[src/rtl/wb_burst_reader_if.sv]
// Wishbone read-initiator bus bundle for wb_burst_reader.
// The master drives the request side; the slave returns read data and ack.
interface wb_burst_reader_if;
  logic [23:0] wb_adr;
  logic [3:0]  wb_sel;
  logic [2:0]  wb_cti;
  logic        wb_stb;
  logic        wb_cyc;
  logic        wb_we;
  logic [31:0] wb_dat_i;
  logic        wb_ack;

  modport master (
    output wb_adr, wb_sel, wb_cti, wb_stb, wb_cyc, wb_we,
    input  wb_dat_i, wb_ack
  );

  modport slave (
    input  wb_adr, wb_sel, wb_cti, wb_stb, wb_cyc, wb_we,
    output wb_dat_i, wb_ack
  );
endinterface

[src/rtl/wb_burst_reader.sv]
// Streams word_count words from base_adr over Wishbone into a first-word
// fall-through FIFO, using 2-beat incrementing bursts when word-pair aligned.
//
// state    | meaning
// S_IDLE   | no job; start latches address/count, abort flushes the FIFO
// S_REQ    | waits for >=2 free slots, then holds cyc/stb until the first ack
// S_BURST2 | second beat of an incrementing burst (cti=111), held until ack
// S_GAP    | one bus-idle cycle; finish (done) or request the next transfer
module wb_burst_reader #(
  parameter int FIFO_AW = 4,
  parameter int CNT_W   = 16
) (
  input  logic               wb_clk,
  input  logic               wb_rst,
  input  logic               start,
  input  logic               abort,
  input  logic [21:0]        base_adr,
  input  logic [CNT_W-1:0]   word_count,
  output logic               busy,
  output logic               done,
  wb_burst_reader_if.master  wb,
  input  logic               rd_en,
  output logic [31:0]        rd_data,
  output logic               empty,
  output logic [FIFO_AW:0]   level
);

  localparam int DEPTH = 1 << FIFO_AW;
  localparam logic [FIFO_AW+1:0] DEPTH_W = (FIFO_AW+2)'(DEPTH);

  typedef enum logic [1:0] {S_IDLE, S_REQ, S_BURST2, S_GAP} state_t;

  state_t             state_q, state_d;
  logic [21:0]        adr_q;
  logic [CNT_W-1:0]   rem_q;
  logic               abort_q;
  logic               in_cyc_q;
  logic               zero_done_q;

  logic               cyc;
  logic [2:0]         cti;
  logic               take;
  logic               flush;
  logic               done_c;
  logic               push;
  logic               pop;
  logic               burst_sel;
  logic               free_ok;
  logic               abort_p;
  logic [FIFO_AW+1:0] free_slots;

  logic [31:0]        mem [DEPTH];
  logic [FIFO_AW-1:0] wr_ptr_q, rd_ptr_q;
  logic [FIFO_AW:0]   count_q;

  assign pop        = rd_en && (count_q != '0);
  assign free_slots = DEPTH_W - {1'b0, count_q} + {{(FIFO_AW+1){1'b0}}, pop};
  assign free_ok    = free_slots >= (FIFO_AW+2)'(2);
  assign burst_sel  = !adr_q[0] && (rem_q >= CNT_W'(2));
  assign abort_p    = abort_q || abort;
  // Beats of an aborted job are still acked on the bus but never stored.
  assign push       = take && !abort_p;

  always_comb begin
    state_d = state_q;
    cyc     = 1'b0;
    cti     = 3'b000;
    take    = 1'b0;
    flush   = 1'b0;
    done_c  = zero_done_q;
    case (state_q)
      S_IDLE: begin
        if (abort) flush = 1'b1;
        if (start && (word_count != '0)) state_d = S_REQ;
      end
      S_REQ: begin
        // Once a cycle is on the bus it stays there until acked, abort or not.
        if (in_cyc_q || (free_ok && !abort_q)) begin
          cyc = 1'b1;
          cti = burst_sel ? 3'b010 : 3'b000;
          if (wb.wb_ack) begin
            take    = 1'b1;
            state_d = burst_sel ? S_BURST2 : S_GAP;
          end
        end else if (abort_q) begin
          state_d = S_GAP;
        end
      end
      S_BURST2: begin
        cyc = 1'b1;
        cti = 3'b111;
        if (wb.wb_ack) begin
          take    = 1'b1;
          state_d = S_GAP;
        end
      end
      S_GAP: begin
        if ((rem_q == '0) || abort_p) begin
          done_c  = 1'b1;
          flush   = abort_p;
          state_d = S_IDLE;
        end else begin
          state_d = S_REQ;
        end
      end
      default: state_d = S_IDLE;
    endcase
  end

  always_ff @(posedge wb_clk or posedge wb_rst) begin
    if (wb_rst) begin
      state_q     <= S_IDLE;
      adr_q       <= '0;
      rem_q       <= '0;
      abort_q     <= 1'b0;
      in_cyc_q    <= 1'b0;
      zero_done_q <= 1'b0;
    end else begin
      state_q     <= state_d;
      zero_done_q <= (state_q == S_IDLE) && start && (word_count == '0);
      in_cyc_q    <= (state_q == S_REQ) && cyc && !wb.wb_ack;
      abort_q     <= (state_q != S_IDLE) && (state_d != S_IDLE) && abort_p;
      if ((state_q == S_IDLE) && start && (word_count != '0)) begin
        adr_q <= base_adr;
        rem_q <= word_count;
      end else if (take) begin
        adr_q <= adr_q + 22'd1;
        rem_q <= rem_q - CNT_W'(1);
      end
    end
  end

  always_ff @(posedge wb_clk or posedge wb_rst) begin
    if (wb_rst) begin
      wr_ptr_q <= '0;
      rd_ptr_q <= '0;
      count_q  <= '0;
    end else if (flush) begin
      wr_ptr_q <= '0;
      rd_ptr_q <= '0;
      count_q  <= '0;
    end else begin
      if (push) wr_ptr_q <= wr_ptr_q + 1'b1;
      if (pop)  rd_ptr_q <= rd_ptr_q + 1'b1;
      case ({push, pop})
        2'b10:   count_q <= count_q + 1'b1;
        2'b01:   count_q <= count_q - 1'b1;
        default: count_q <= count_q;
      endcase
    end
  end

  always_ff @(posedge wb_clk) begin
    if (push) mem[wr_ptr_q] <= wb.wb_dat_i;
  end

  assign wb.wb_adr = {adr_q, 2'b00};
  assign wb.wb_sel = 4'hF;
  assign wb.wb_we  = 1'b0;
  assign wb.wb_cti = cti;
  assign wb.wb_stb = cyc;
  assign wb.wb_cyc = cyc;

  assign busy    = (state_q != S_IDLE);
  assign done    = done_c;
  assign rd_data = mem[rd_ptr_q];
  assign empty   = (count_q == '0);
  assign level   = count_q;

endmodule

[src/flat_wrapper.sv]
// flat-port wrapper written by rule: the top's interface ports become plain ports
module wb_burst_reader_flat 
#(
  parameter int FIFO_AW = 4,
  parameter int CNT_W   = 16
)
  (wb_clk, wb_rst, start, abort, base_adr, word_count, busy, done, rd_en, rd_data, empty, level, wb_wb_adr, wb_wb_sel, wb_wb_cti, wb_wb_stb, wb_wb_cyc, wb_wb_we, wb_wb_dat_i, wb_wb_ack);
  wb_burst_reader_if wb_i ();
  input  logic wb_clk;
  input  logic wb_rst;
  input  logic start;
  input  logic abort;
  input  logic [21:0] base_adr;
  input  logic [CNT_W-1:0] word_count;
  output logic busy;
  output logic done;
  input  logic rd_en;
  output logic [31:0] rd_data;
  output logic empty;
  output logic [FIFO_AW:0] level;
  output wire logic [$bits(wb_i.wb_adr)-1:0] wb_wb_adr;
  output wire logic [$bits(wb_i.wb_sel)-1:0] wb_wb_sel;
  output wire logic [$bits(wb_i.wb_cti)-1:0] wb_wb_cti;
  output wire logic [$bits(wb_i.wb_stb)-1:0] wb_wb_stb;
  output wire logic [$bits(wb_i.wb_cyc)-1:0] wb_wb_cyc;
  output wire logic [$bits(wb_i.wb_we)-1:0] wb_wb_we;
  input wire logic [$bits(wb_i.wb_dat_i)-1:0] wb_wb_dat_i;
  input wire logic [$bits(wb_i.wb_ack)-1:0] wb_wb_ack;
  assign wb_wb_adr = wb_i.wb_adr;
  assign wb_wb_sel = wb_i.wb_sel;
  assign wb_wb_cti = wb_i.wb_cti;
  assign wb_wb_stb = wb_i.wb_stb;
  assign wb_wb_cyc = wb_i.wb_cyc;
  assign wb_wb_we = wb_i.wb_we;
  assign wb_i.wb_dat_i = wb_wb_dat_i;
  assign wb_i.wb_ack = wb_wb_ack;
  wb_burst_reader #(.FIFO_AW(FIFO_AW), .CNT_W(CNT_W)) u_core (.wb_clk(wb_clk), .wb_rst(wb_rst), .start(start), .abort(abort), .base_adr(base_adr), .word_count(word_count), .busy(busy), .done(done), .wb(wb_i), .rd_en(rd_en), .rd_data(rd_data), .empty(empty), .level(level));
endmodule
[config.mk]
export PLATFORM = sky130hd
export DESIGN_NAME = wb_burst_reader_flat
export DESIGN_NICKNAME = d
export VERILOG_FILES = /design/src/rtl/wb_burst_reader_if.sv /design/src/rtl/wb_burst_reader.sv /design/src/flat_wrapper.sv
export SDC_FILE = /design/constraint.sdc
export NUM_CORES = 1
export LEC_CHECK = 0
export CAP_MARGIN = 25
export CORE_MARGIN = 5
export CORE_UTILIZATION = 41
export DETAILED_ROUTE_END_ITERATION = 10
export PLACE_DENSITY_LB_ADDON = 0.2
export REMOVE_ABC_BUFFERS = 1
export SLEW_MARGIN = 20
export SYNTH_ARGS = -nofsm -noshare
export SYNTH_HDL_FRONTEND = slang
export SYNTH_SLANG_ARGS = --single-unit
export TNS_END_PERCENT = 30
[constraint.sdc]
create_clock -name wb_clk -period 6.6 [get_ports wb_clk]
set_input_delay 1.32 -clock wb_clk [delete_from_list [all_inputs] [get_ports wb_clk]]
set_output_delay 1.32 -clock wb_clk [all_outputs]
set_load 0.05 [all_outputs]
=== Word level (Yosys, flattened, before mapping) ===
Memories as Yosys holds them, arrays and structs flattened.
Index checks and enable logic that the tools add are counted.

* Word-level logic and storage cells: 89
* RAM bits: 512
* Memories kept: 1
* Input port bits: 76
* Bits in registers: 56

* Add/sub/neg operators: 8
* Multiplexer cells: 33
* Reduce and logical (&&, ||, !) cells: 31
* $lt $le $gt $ge: 2
* Equal/unequal tests: 5

{| class="wikitable"
|+ Memories
! memory !! words !! bits a word !! rd ports !! clocked after Yosys merged registers in !! write ports !! RTL line !! source
|-
| u_core.mem || 16 || 32 || 1 || 0 || 1 || wb_burst_reader.sv:52 || <nowiki>logic [31:0] mem [DEPTH];</nowiki>
|}

{| class="wikitable"
|+ Operators with widths
! operator !! number
|-
| 22-bit two-way mux || 2
|-
| 16-bit zero test || 2
|-
| 16-bit two-way mux || 2
|-
| 22-bit by 1-bit adder with 22-bit output (second input constant) || 1
|-
| 16-bit by 2-bit greater-or-equal comparator with 1-bit output (second input constant) || 1
|-
| 4-bit two-way mux || 4
|-
| 16-bit nonzero test || 1
|-
| 16-bit by 1-bit subtractor with 16-bit output (second input constant) || 1
|-
| 1-bit logical AND || 12
|-
| 2-bit two-way mux || 6
|-
| 1-bit two-way mux || 11
|-
| 5-bit case mux with 2 select lines || 1
|-
| 2-bit nonzero test || 5
|-
| 4-bit by 1-bit adder with 4-bit output (second input constant) || 2
|-
| 2-bit case mux with 4 select lines || 1
|-
| 6-bit by 1-bit adder with 6-bit output || 1
|-
| 2-bit equality test (second input constant) || 3
|-
| 6-bit by 2-bit greater-or-equal comparator with 1-bit output (second input constant) || 1
|-
| 1-bit case mux with 2 select lines || 3
|-
| 3-bit case mux with 2 select lines || 1
|-
| 5-bit by 5-bit subtractor with 6-bit output (first input constant) || 1
|-
| 5-bit by 1-bit adder with 5-bit output (second input constant) || 1
|-
| 5-bit zero test || 1
|-
| 5-bit two-way mux || 1
|-
| other kinds (8) || 14
|}

=== Longest topological paths before layout ===
Gate-level depths: netlist of the first run.

* Depth in word-level cells: 12
* Mapped depth: 21
* Gate-level depth less buffers: 19

=== Worst setup path before layout of the first run ===
Ideal clock, no wire load.

* Kind: reg2reg
* From: reg u_core.count_q[1], in the netlist u_core.level[1]
* To: mem u_core.mem[2][0], enable pin
* Data arrival time: 7.233 ns
* Path buffers: 1
* Data required time: 6.099 ns
* Setup slack: -1.134 ns
* Stages on the path, launching flop included: 13
* Period minus slack after synthesis: 7.734 ns
* Library setup time: 0.501 ns
* Cell sequence: dfrtp_1 -> or2_2 -> nor4_1 -> nand2b_1 -> ha_1 -> inv_1 -> ha_1 -> inv_1 -> a2111oi_2 -> o2111ai_1 -> nand3_1 -> buf_2 -> nor4_1

* Word-level cells in the longest chain between the ends: 11

{| class="wikitable"
|+ RTL lines
! item !! RTL line !! source
|-
| start, declared || wb_burst_reader.sv:54 || <nowiki>logic [FIFO_AW:0] count_q;</nowiki>
|-
| start signal, assigned || wb_burst_reader.sv:146 || <nowiki>2'b10: count_q <= count_q + 1'b1;</nowiki>
|-
| start signal, assigned || wb_burst_reader.sv:147 || <nowiki>2'b01: count_q <= count_q - 1'b1;</nowiki>
|-
| start signal, assigned || wb_burst_reader.sv:148 || <nowiki>default: count_q <= count_q;</nowiki>
|-
| parallel branches: the longest is 2 deep, another holds 5-bit by 5-bit subtractor with 6-bit output || - ||
|-
| 6-bit by 1-bit adder with 6-bit output * || wb_burst_reader.sv:57 || <nowiki>assign free_slots = DEPTH_W - {1'b0, count_q} + {{(FIFO_AW+1){1'b0}}, pop};</nowiki>
|-
| 6-bit by 2-bit greater-or-equal comparator with 1-bit output * || wb_burst_reader.sv:58 || <nowiki>assign free_ok = free_slots >= (FIFO_AW+2)'(2);</nowiki>
|-
| 1-bit logical AND * || wb_burst_reader.sv:78 || <nowiki>if (in_cyc_q || (free_ok && !abort_q)) begin</nowiki>
|-
| 1-bit logical OR * || wb_burst_reader.sv:78 ||
|-
| 1-bit two-way mux * || wb_burst_reader.sv:78 ||
|-
| 1-bit case mux with 2 select lines * || wb_burst_reader.sv:71 || <nowiki>case (state_q)</nowiki>
|-
| 1-bit logical AND * || wb_burst_reader.sv:62 || <nowiki>assign push = take && !abort_p;</nowiki>
|-
| 1-bit two-way mux * || wb_burst_reader.sv:154 || <nowiki>if (push) mem[wr_ptr_q] <= wb.wb_dat_i;</nowiki>
|-
| 1-bit two-way mux (not written as such) * || wb_burst_reader.sv:154 ||
|-
| end, declared || wb_burst_reader.sv:52 ||
|}

Every way passes the cells marked *.

=== Worst setup path after layout of the first run ===
* From: reg u_core.count_q[2], in the netlist u_core.level[2]
* To: out wb_wb_cti[1]

* Word-level cells in the longest chain between the ends: 8

{| class="wikitable"
|+ RTL lines
! item !! RTL line !! source
|-
| parallel branches: the longest is 2 deep, another holds 5-bit by 5-bit subtractor with 6-bit output || - ||
|-
| 6-bit by 1-bit adder with 6-bit output * || wb_burst_reader.sv:57 ||
|-
| 6-bit by 2-bit greater-or-equal comparator with 1-bit output * || wb_burst_reader.sv:58 ||
|-
| 1-bit logical AND * || wb_burst_reader.sv:78 ||
|-
| 1-bit logical OR * || wb_burst_reader.sv:78 ||
|-
| 3-bit two-way mux * || wb_burst_reader.sv:78 ||
|-
| 3-bit case mux with 2 select lines * || wb_burst_reader.sv:71 ||
|-
| end, declared || flat_wrapper.sv:23 || <nowiki>output wire logic [$bits(wb_i.wb_cti)-1:0] wb_wb_cti;</nowiki>
|}

Marks and branches as above.

==> results of run 1 <==
-- power by group through the flow --
stage | clock (mW) | sequential (mW) | combinational, mW
after CTS | 3.07 | 4.43 | 4.04
final | 2.99 | 4.43 | 3.97
after detailed placement | 0 | 4.50 | 4.03
after floorplan | 0 | 4.91 | 2.56
after global placement | 0 | 4.53 | 3.98
after global routing | 3.23 | 4.47 | 4.25
-- cells by family (layout without fill, tap and decap cells) --
| family | after synthesis | count (layout) |
|---|---|---|
| XOR/XNOR | 39 | 39 |
| buffers and inverters | 94 | 293 |
| adder cells (fa/ha/maj) | 19 | 19 |
| AND/OR/NAND/NOR | 203 | 203 |
| AO/OA/AOI/OAI | 76 | 76 |
| flip-flops | 568 | 568 |
| multiplexers | 165 | 165 |
| other | 2 | 7 |
-- synthesized netlist by cell type, types with 13 or more instances --
cell type	n
edfxtp_1	512
mux4_2	160
dfrtp_1	56
nor2_1	43
clkbuf_1	41
nand2_1	36
o21ai_0	32
xor2_1	29
nand4_1	25
inv_1	23
a21oi_1	22
ha_1	19
buf_1	16
nand3_1	16
nor4_1	13
-- worst paths after layout --
| check | depth (start not counted) | endpoint | start |
|---|---|---|---|
| max in group asynchronous | 3 | u_core.rd_ptr_q[1] | wb_rst |
| min in group asynchronous | 3 | u_core.adr_q[14] | wb_rst |
| worst max-delay path | 12 | wb_wb_cti[1] | u_core.level[2] |
| worst min-delay path | 1 | u_core.wr_ptr_q[0] | u_core.wr_ptr_q[0] |
| worst max register to register | 13 | u_core.mem[10][13] | u_core.level[2] |
| worst min register to register | 1 | u_core.wr_ptr_q[0] | u_core.wr_ptr_q[0] |
-- stage by stage --
step           instance area [um^2]  cells  TNS [ns]  worst slack, ns
6_report                      27140   2118         0           0.7747
2_1_floorplan                 22670   1100   -558.17           -2.476
3_5_place_dp                  25370   2010         0           0.7104
3_3_place_gp                  25320   2008         0           0.7377
4_1_cts                       27090   2115         0           0.7178
5_1_grt                       27140   2118         0           0.3899
-- critical path: cells and delay by family, from the launching register on --
| family | cells | cell delay, ns |
|---|---|---|
| AO/OA/AOI/OAI | 2 | 0.74 |
| adder cells (fa/ha/maj) | 2 | 0.43 |
| buffers and inverters | 3 | 0.95 |
| flip-flops | 1 | 0.51 |
| AND/OR/NAND/NOR | 5 | 1.27 |
-- layer usage --
| metal | global-route usage (%) | routed length [um] | part of all wire [%] | vias to the layer above |
|---|---|---|---|---|
| li1 | - | - | - | 5052 |
| met2 | 26.66 | 24030 | 49 | 270 |
| met4 | 3.610 | 919 | 1.9 | 2 |
| met3 | 3.815 | 2582 | 5.3 | 67 |
| met5 | 0 | 13 | 0.026 | - |
| met1 | 22.39 | 21510 | 44 | 5901 |
-- registers in the layout (all words and copies together), names as in the netlist --
signal / cells
u_core.rd_ptr_q: 4
u_core.state_q: 2
u_core.mem: 512
u_core.abort_q: 1
u_core.zero_done_q: 1
u_core.in_cyc_q: 1
u_core.adr_q: 22
u_core.wr_ptr_q: 4
u_core.level: 5
u_core.rem_q: 16
-- final cells by class --
| class | count | share of cell area, % |
|---|---|---|
| flip-flops and latches | 568 | 61.84 |
| multi-input cells | 509 | 21.66 |
| repair buffers | 165 | 6.417 |
| clock buffers | 76 | 5.675 |
| well taps | 748 | 3.448 |
| clock inverters | 29 | 0.6408 |
| inverters | 23 | 0.3181 |
==> summary.md, run 1 <==
| Metric | Value |
|---|---|
| Outcome | `complete, no violations` |
| N_diodes | `0` |
| Net count, final | `1421` |
| Synth warn | `0` |
| Drt total wl | `49.06 mm` |
| Final setup viols | `0` |
| DRT Pass-1 Iters | `4` |
| Synth Instances | `1166` |
| Largest net degree at the start of global routing | `74` |
| Largest family of logic cells by synthesized area | `multiplexers` |
| Critical-path cell list | `or2_2 -> nor4_1 -> nand2b_1 -> ha_1 -> inv_1 -> ha_1 -> inv_1 -> a2111oi_2 -> o2111ai_2 -> nand2_1 -> nor2_1 -> clkdlybuf4s50_1` |
| Reg clk slew, reported paths | `0.06 ns` |
| Post-synth ARST share | `9.859%` |
| Final Core Density | `49.07%` |
| Switching Fraction | `34.60%` |
| Mux contribution to synthesized area | `15.92%` |
| CORE AREA | `0.05531 mm^2` |
| Number of port buffers | `142` |
| Main flop type after synthesis | `edfxtp_1` |
| Internal power | `7.449 mW` |
| Num CTS Buffers | `59` |
| CTS Sinks | `568` |
| Multi-input logic area | `0.005878 mm^2` |
| Max VDD drop | `364.5 uV` |
| Worst hold path class | `reg2reg` |
| DRC | `0` |
| Fillers | `4597` |
| Vias in the first global route | `12170` |
| Commonest non-fill, non-tap cells in the layout | `512 x edfxtp_1, 160 x mux4_2, 142 x clkdlybuf4s50_1` |
| CTS tree | `built` |
| Post-CTS setup buffers | `0` |
| Post-synthesis compound-gate area fraction | `1.918%` |
| XOR/XNOR Fraction of Synth Area | `1.487%` |
| Synth top area share | `66.95%` |
| Cell Pwr Density | `419.7 mW/mm^2` |
| Initial DRC Count | `725` |
| Initial antenna violation count | `1` |
| Tcrit/Tclk final | `88.26%` |
| Final hold violations | `0` |
| Overflow after GRT | `0` |
| Htree depth | `2` |
| GPL Wtd Cong | `0.7770` |
| Leakage | `8.636 nW` |
| Clk buf depth | `3` |
| Syn avg cell area | `19.69 um^2` |
| Row count | `86` |
| Sequential power share | `38.9%` |
| WP data arrival | `4.51 ns` |
| Fmax | `171.7 MHz` |
| Commonest non-fill, non-tap cell in the layout | `edfxtp_1` |
| Die area | `0.06084 mm^2` |
| Mapped cell area | `0.02296 mm^2` |
| Crit path max fanout | `19` |
| Placed wire-length estimate | `28.56 mm` |
| Critical path type | `reg2out` |
| Drt via density | `5.331` |
| CP max stage delay | `0.81 ns` |
| Post-synth top area cell | `edfxtp_1` |
| Slowest cell on crit path | `clkdlybuf4s50_1` |
| Design Power | `11.39 mW` |
| Global-route wire length before repair | `75.14 mm` |
| Worst slew pin tran | `0.9925 ns` |
| Die span in x | `246.7 um` |
| Number of flops mapped to enable cells by yosys | `512` |
| Vias | `11290` |
| RSZ-0062 raised after global routing | `no` |
| Antenna-violating nets left | `0` |
| Worst-skew pair later-pin latency | `0.61 ns` |
| IO Pins | `150` |
| Clk network pwr share | `26.3%` |
| Reg2Reg Setup Slack | `1.22 ns` |
| Sequential standard cell area | `0.01679 mm^2` |
| Gate power share | `34.9%` |
| Required time of the critical path | `5.28 ns` |
| DR WL/cell | `23.16 um` |
| Worst slew margin | `33.83%` |
| Maximum clock skew at final layout | `0.01364 ns` |
| Die Span Y | `246.7 um` |
| Initial Utilization | `41.52%` |
| Clock Tree Root | `clkbuf_16` |
| Area Growth Syn to Fin | `18.20%` |
| Tmin final | `5.825 ns` |
| Unique masters post-synth | `55` |
| Hold WS | `0.5824 ns` |
| Synth top area cells | `edfxtp_1 67%, mux4_2 16%, dfrtp_1 6.1%` |
| Max-cap violations | `0` |
| Final Max Tran Viols | `0` |
| Setup crit end kind | `primary output` |
| Sw Pwr | `3.941 mW` |
| Cells resized by post-CTS repair | `0` |
| Register area share after synthesis | `73.06%` |
| GRT Total Usage | `16.23%` |
| Share of layout cells above drive strength 1 | `21.24%` |
| Startpoint types | `flop` |
| Post-CTS Hold Buffers | `0` |
| Simple-gate share of the synthesized area | `4.806%` |
| Post-Synth Adder-Cell Area | `1.035%` |
| Yosys reg bits | `568` |
No activity file was read; power rests on OpenSTA's default activity.
==> run 2, diff against run 1 <==
--- a/config.mk
+++ b/config.mk
@@ -9,6 +9,7 @@
 export CORE_MARGIN = 5
 export CORE_UTILIZATION = 41
 export DETAILED_ROUTE_END_ITERATION = 10
+export HOLD_SLACK_MARGIN = 0.02
 export PLACE_DENSITY_LB_ADDON = 0.2
 export REMOVE_ABC_BUFFERS = 1
 export SLEW_MARGIN = 20
==> results of run 2 <==
No change in the layout: final DEF, timing and power equal those of run 1.
